===== src/rtl/sirv_pwm_capture.sv =====
// PWM input-capture peripheral.
// Samples an asynchronous PWM pin and measures the period (rise to rise) and
// high time (rise to fall) in prescaled clock ticks. The results sit behind a
// write_valid/write_bits/read register port. The block raises one interrupt
// for a completed capture or a counter overflow.
// Register handshake: io_regs_cfg_write_valid is a single-cycle strobe that is
// always accepted (there is no ready). write_bits is sampled on the same edge.
// The read ports are continuous views of the flops.
module sirv_pwm_capture #(
   parameter int CNT_W       = 24,
   parameter int SYNC_STAGES = 2
) (
   input  logic        clk,
   input  logic        rst_n,
   input  logic        io_pin,
   input  logic        io_regs_cfg_write_valid,
   input  logic [31:0] io_regs_cfg_write_bits,
   output logic [31:0] io_regs_cfg_read,
   output logic [31:0] io_regs_count_read,
   output logic [31:0] io_regs_period_read,
   output logic [31:0] io_regs_high_read,
   output logic        io_ip
);

   typedef enum logic [1:0] {
      ST_IDLE = 2'd0,
      ST_ARM  = 2'd1,
      ST_HIGH = 2'd2,
      ST_LOW  = 2'd3
   } state_e;

   localparam logic [CNT_W-1:0] CNT_MAX = '1;

   logic [SYNC_STAGES-1:0] sync_q;
   logic                   s_d_q;
   state_e                 state_q, state_d;
   logic [14:0]            pre_q, pre_d;
   logic [CNT_W-1:0]       cnt_q, cnt_d;
   logic [CNT_W-1:0]       high_tmp_q, high_tmp_d;
   logic [CNT_W-1:0]       period_q, period_d;
   logic [CNT_W-1:0]       high_q, high_d;
   logic [3:0]             scale_q, scale_d;
   logic                   en_q, en_d;
   logic                   oneshot_q, oneshot_d;
   logic                   invert_q, invert_d;
   logic                   ie_q, ie_d;
   logic                   ip_done_q, ip_done_d;
   logic                   ip_ovf_q, ip_ovf_d;

   logic                   s, rise, fall, tick;
   logic [14:0]            mask, pre_next;
   logic [CNT_W-1:0]       cnt_next;
   logic                   set_done, set_ovf, clr_en;
   logic                   cfg_we;
   logic [31:0]            wbits;

   assign cfg_we = io_regs_cfg_write_valid;
   assign wbits  = io_regs_cfg_write_bits;

   // Pin level after synchronisation and optional inversion; edges come from the last two samples.
   assign s    = sync_q[SYNC_STAGES-1] ^ invert_q;
   assign rise = s & ~s_d_q;
   assign fall = ~s & s_d_q;

   // The prescaler wraps when it reaches 2^scale-1. The counter saturates instead of wrapping.
   assign mask     = 15'((32'd1 << scale_q) - 32'd1);
   assign tick     = (pre_q == mask);
   assign pre_next = tick ? 15'd0 : pre_q + 15'd1;
   assign cnt_next = (cnt_q == CNT_MAX) ? CNT_MAX : cnt_q + CNT_W'(tick);

   // Input synchroniser plus the one-cycle delayed level used for edge detection.
   always_ff @(posedge clk or negedge rst_n) begin
      if (!rst_n) begin
         sync_q <= '0;
         s_d_q  <= 1'b0;
      end else begin
         sync_q <= {sync_q[SYNC_STAGES-2:0], io_pin};
         s_d_q  <= s;
      end
   end

   // Measurement FSM next state. A cfg write that clears en overrides the FSM.
   always_comb begin
      state_d    = state_q;
      cnt_d      = cnt_q;
      pre_d      = pre_q;
      high_tmp_d = high_tmp_q;
      period_d   = period_q;
      high_d     = high_q;
      set_done   = 1'b0;
      set_ovf    = 1'b0;
      clr_en     = 1'b0;
      case (state_q)
         ST_IDLE: begin
            cnt_d = '0;
            pre_d = '0;
            if (en_q) state_d = ST_ARM;
         end
         ST_ARM: begin
            if (rise) begin
               cnt_d   = '0;
               pre_d   = '0;
               state_d = ST_HIGH;
            end
         end
         ST_HIGH: begin
            cnt_d = cnt_next;
            pre_d = pre_next;
            if (fall) begin
               high_tmp_d = cnt_next;
               state_d    = ST_LOW;
            end else if (cnt_next == CNT_MAX) begin
               set_ovf = 1'b1;
               state_d = ST_ARM;
            end
         end
         ST_LOW: begin
            cnt_d = cnt_next;
            pre_d = pre_next;
            if (rise) begin
               period_d = cnt_next;
               high_d   = high_tmp_q;
               set_done = 1'b1;
               cnt_d    = '0;
               pre_d    = '0;
               if (oneshot_q) begin
                  clr_en  = 1'b1;
                  state_d = ST_IDLE;
               end else begin
                  state_d = ST_HIGH;
               end
            end else if (cnt_next == CNT_MAX) begin
               set_ovf = 1'b1;
               state_d = ST_ARM;
            end
         end
         default: state_d = ST_IDLE;
      endcase
      if (cfg_we && !wbits[8]) begin
         state_d = ST_IDLE;
         cnt_d   = '0;
         pre_d   = '0;
      end
   end

   // Config fields load on a write. Hardware flag sets win over a same-cycle software clear.
   always_comb begin
      scale_d   = cfg_we ? wbits[3:0] : scale_q;
      en_d      = cfg_we ? wbits[8]   : en_q;
      oneshot_d = cfg_we ? wbits[9]   : oneshot_q;
      invert_d  = cfg_we ? wbits[10]  : invert_q;
      ie_d      = cfg_we ? wbits[12]  : ie_q;
      ip_done_d = set_done | (cfg_we ? wbits[28] : ip_done_q);
      ip_ovf_d  = set_ovf  | (cfg_we ? wbits[29] : ip_ovf_q);
      if (clr_en) en_d = 1'b0;
   end

   // State, measurement and config registers.
   always_ff @(posedge clk or negedge rst_n) begin
      if (!rst_n) begin
         state_q    <= ST_IDLE;
         pre_q      <= '0;
         cnt_q      <= '0;
         high_tmp_q <= '0;
         period_q   <= '0;
         high_q     <= '0;
         scale_q    <= '0;
         en_q       <= 1'b0;
         oneshot_q  <= 1'b0;
         invert_q   <= 1'b0;
         ie_q       <= 1'b0;
         ip_done_q  <= 1'b0;
         ip_ovf_q   <= 1'b0;
      end else begin
         state_q    <= state_d;
         pre_q      <= pre_d;
         cnt_q      <= cnt_d;
         high_tmp_q <= high_tmp_d;
         period_q   <= period_d;
         high_q     <= high_d;
         scale_q    <= scale_d;
         en_q       <= en_d;
         oneshot_q  <= oneshot_d;
         invert_q   <= invert_d;
         ie_q       <= ie_d;
         ip_done_q  <= ip_done_d;
         ip_ovf_q   <= ip_ovf_d;
      end
   end

   assign io_regs_cfg_read = {2'b00, ip_ovf_q, ip_done_q, 3'b000, s, 6'b000000,
                              state_q, 3'b000, ie_q, 1'b0, invert_q, oneshot_q,
                              en_q, 4'b0000, scale_q};
   assign io_regs_count_read  = 32'(cnt_q);
   assign io_regs_period_read = 32'(period_q);
   assign io_regs_high_read   = 32'(high_q);
   assign io_ip               = ie_q & (ip_done_q | ip_ovf_q);

endmodule


===== config.mk =====
export PLATFORM = sky130hd
export DESIGN_NAME = sirv_pwm_capture
export DESIGN_NICKNAME = d
export VERILOG_FILES = /design/src/rtl/sirv_pwm_capture.sv
export SDC_FILE = /design/constraint.sdc
export NUM_CORES = 1
export LEC_CHECK = 0
export BUFFER_PORTS_ARGS = -buffer_cell sky130_fd_sc_hd__buf_2
export CAP_MARGIN = 40
export CORE_AREA = 4 4 94 162
export CTS_BUF_LIST = sky130_fd_sc_hd__clkbuf_4 sky130_fd_sc_hd__clkbuf_8 sky130_fd_sc_hd__clkbuf_16
export DETAILED_ROUTE_END_ITERATION = 10
export DIE_AREA = 0 0 98 166
export GPL_TIMING_DRIVEN = 0
export HOLD_SLACK_MARGIN = 0.02
export MAX_ROUTING_LAYER = met4
export PLACE_DENSITY = 0.75
export SYNTH_ARGS = -nofsm -noshare
export SYNTH_HDL_FRONTEND = slang
export SYNTH_SLANG_ARGS = --single-unit

===== constraint.sdc =====
create_clock -name clk -period 5.37 [get_ports clk]
set_clock_uncertainty 0.2 [all_clocks]
set_input_delay 0.8055 -clock clk [delete_from_list [all_inputs] [get_ports clk]]
set_output_delay 0.8055 -clock clk [all_outputs]
set_load 0.05 [all_outputs]

==> results.json <==
{
  "status": "finished, final reports clean",
  "r2r_setup_slack_ns": 0.23,
  "cts_tree": "yes",
  "cts_root_buffer": "clkbuf_16",
  "placed_area_um2": 7480,
  "power_density_nw_per_um2": 365,
  "clk_path_buf_depth": 2,
  "drcViolationCount": 0,
  "grt_first_pass_wirelength_mm": 29.9,
  "synth_top_area_share_pct": 48.0,
  "rows": 57,
  "portBuffers": 99,
  "coreArea_um2": 13900,
  "relSlewSlack_pct": 48.0,
  "route.vias.total": 5878,
  "seq_area_frac_synth_pct": 48.0,
  "ys_ff_latch": 126,
  "vdd_drop_max_uv": 338,
  "cts.clk_slew.worst_paths_ns": 0.06,
  "synthCells": 746,
  "initial_core_util_pct": 47.3,
  "cp-end-kind": "register",
  "grt_max_degree": 72,
  "ys_warn_count": 0,
  "first_pass_iters": 6,
  "cp.required_ns": 5.47,
  "synthArstFlopShare_pct": 100,
  "numCtsBuffers": 17,
  "slowest_stage": "or4_1",
  "synth_top_area_cell": "dfrtp_1",
  "p_leak_uw": 0.00403,
  "nets": 945,
  "area_delta_synth_final_pct": 24.0,
  "slowest_delay_ns": 0.53,
  "final_hold_viol_count": 0,
  "dpl.cell_count": 1065,
  "final_max_slew_viol_count": 0,
  "drive_gt1_share_pct": 24.6,
  "crit_arrival_ns": 5.24,
  "overflow": 0,
  "path_class": "register to register",
  "antenna_found_initial": 0,
  "avgRoutedWirePerCell_um": 17.0,
  "power.total_uw": 2980,
  "rsz0062_at_grt": "false",
  "die_width_um": 98,
  "die_height_um": 166,
  "syn_avg_cell_area_um2": 8.81,
  "io_pins": 165,
  "routed_via_density": 5.37,
  "die_area_um2": 16300,
  "hp-class": "input pin to async pin",
  "critPathMaxFanout": 10,
  "holdBufCountCts": 0,
  "fillCellCount": 1249,
  "gp_congestion": 0.938,
  "clkLatencyLatePin_ns": 0.42,
  "tightest_slew_ns": 0.772,
  "period_share_pct": 95.7,
  "synth_edf_count": 0,
  "critPathLaunchType": "register",
  "synth.area.top_cells": "dfrtp_1 (48%), nand2_1 (8.9%), buf_4 (5.7%)",
  "grt_usage_pct": 23.8,
  "cts_sinks": 126,
  "dpl.hpwl_mm": 13.6,
  "grt_pass1_vias": 5903,
  "finalNonFillerCells": 1095,
  "max_freq_ghz": 0.195,
  "cp_cell_sequence": "buf_4 -> or4_1 -> ha_2 -> buf_4 -> xor2_1 -> xnor2_1 -> o2111ai_1 -> nor4b_2 -> nand3_1 -> nor3b_4 -> ha_4 -> ha_4 -> nand3_2 -> or2_4 -> or3_1 -> xnor2_1 -> a41oi_2 -> nor2_2 -> a221o_1",
  "ys.flop_type": "dfrtp_1",
  "antenna_left": 0,
  "drtIter0Drc": 301,
  "drt_wl_total_mm": 18.6,
  "final_area_um2": 8150,
  "setup-violations-final": 0,
  "netlist_area_um2": 6570,
  "ctsHtreeMaxLevel": 4,
  "ys_types": 63,
  "period_needed_ns": 5.14,
  "cap_violations": 0,
  "antenna_cells": 0
}
-- worst paths after layout --
kind,from,end,cells after the start
max,scale_q[3],ip_ovf_q,19
min,rst_n,high_q[8],1
max reg2reg,scale_q[3],ip_ovf_q,19
min reg2reg,sync_q[0],sync_q[1],0
max in group asynchronous,rst_n,scale_q[3],2
min in group clk,sync_q[0],sync_q[1],0
-- cell usage in the layout, fill, tap and decap left out, types with 3 or more instances in the layout --
master	n
o21ai_0	26
a31oi_1	5
dfrtp_1	125
clkbuf_1	31
mux2_2	10
o21a_1	3
nor2_1	48
conb_1	43
a21oi_1	28
nor4_1	3
and3_1	12
o211ai_1	3
clkinv_2	3
nor3_1	13
nor4b_1	3
buf_2	105
buf_4	54
clkbuf_16	17
inv_6	4
a21o_1	3
mux2i_1	3
xnor2_1	18
xor2_1	10
o21ai_1	52
nand2b_1	4
nand3_1	26
o22ai_1	3
or3_1	4
nand2_1	155
nor2b_1	8
clkinv_4	4
o311ai_1	3
inv_1	13
nand4_1	11
nor3b_1	4
-- layer usage --
layer  vias to the layer above  part of all wire, %  GRT usage, %
met4                         0                  6.6          16.3
met5                         -                    0             -
met1                      2826                   35          23.6
li1                       2767                    -             -
met3                        70                  4.7          3.53
met2                       215                   54          42.0
-- final cells by class --
type | instances | area, um2 | area share (%)
flip-flops and latches | 126 | 3150 | 38.7
clock inverters | 14 | 156 | 1.92
plain buffers | 93 | 557 | 6.83
multi-input cells | 551 | 3030 | 37.1
clock buffers | 18 | 439 | 5.39
well taps | 177 | 221 | 2.72
inverters | 14 | 52.6 | 0.645
repair buffers | 102 | 544 | 6.68
-- worst max-delay path, delay by kind of cell, from the launching register on --
family                   cells  cell delay (ns)
AO/OA/AOI/OAI                3             0.70
AND/OR/NAND/NOR              8             2.25
XOR/XNOR                     3             0.48
buffers and inverters        2             0.36
flip-flops                   1             0.43
adder cells (fa/ha/maj)      3             0.59
-- what timing repair did --
item / in CTS / in global routing
pin swaps: 5 / 5
buffers inserted: 1 / 1
resized for setup: 12 / 5
setup endpoints to repair: 25 / 14
gates cloned: 0 / 0
-- sequential cells by signal, summed over array words and instances (netlist names) --
signal and cells:
cnt_q 24, en_q 1, high_q 24, high_tmp_q 24
ie_q 1, invert_q 1, ip_done_q 1, ip_ovf_q 1
oneshot_q 1, period_q 24, pre_q 15, s_d_q 1
scale_q 4, state_q 2, sync_q 2
-- synth_stat cells, types with 3 or more instances --
library cell / n
nand2_1: 155
dfrtp_1: 126
o21ai_1: 52
buf_4: 50
nor2_1: 49
clkbuf_1: 33
a21oi_1: 28
nand3_1: 27
o21ai_0: 26
xnor2_1: 18
inv_1: 13
nor3_1: 13
and3_1: 12
buf_2: 12
nand4_1: 11
mux2_2: 10
xor2_1: 10
nor2b_1: 8
a31oi_1: 5
nor3b_1: 5
ha_1: 4
nand2b_1: 4
nor4_1: 4
nor4b_1: 4
or3_1: 4
a21o_1: 3
mux2i_1: 3
o211ai_1: 3
o21a_1: 3
o22ai_1: 3
o311ai_1: 3
-- where the power goes --
| part | internal (uW) | switching, uW | total [uW] |
|---|---|---|---|
| clock | 704 | 459 | 1160 |
| sequential | 1020 | 55.2 | 1070 |
| combinational | 182 | 564 | 746 |
| total | 1900 | 1080 | 2980 |
-- cells by family (layout without fill, tap and decap cells) --
kind of cell    count (synthesis)  in the layout  synth area share (%)
xor+xnor                       28             28                  3.73
flops                         126            126                  48.0
buf+inv                       111            241                  9.42
mux                            13             13                  2.17
simple gates                  317            317                  23.0
fa+ha+maj                       4              4                 0.761
other cells                     1             43                0.0570
compound gates                146            146                  12.9
-- through the flow --
stage / setup slack (ns) / util, % / hold WS [ns] / TNS [ns]
after CTS: 0.00899 / 58.4 / 0.152 / 0
after detailed placement: -0.800 / 53.8 / 0.137 / -6.68
after global routing: 0.0137 / 58.6 / 0.169 / 0
after floorplan: 0.00197 / - / 0.131 / 0
final: 0.230 / 58.6 / 0.149 / 0
after global placement: -0.731 / 53.6 / 0.135 / -5.65
No activity file was read; power rests on OpenSTA's default activity.
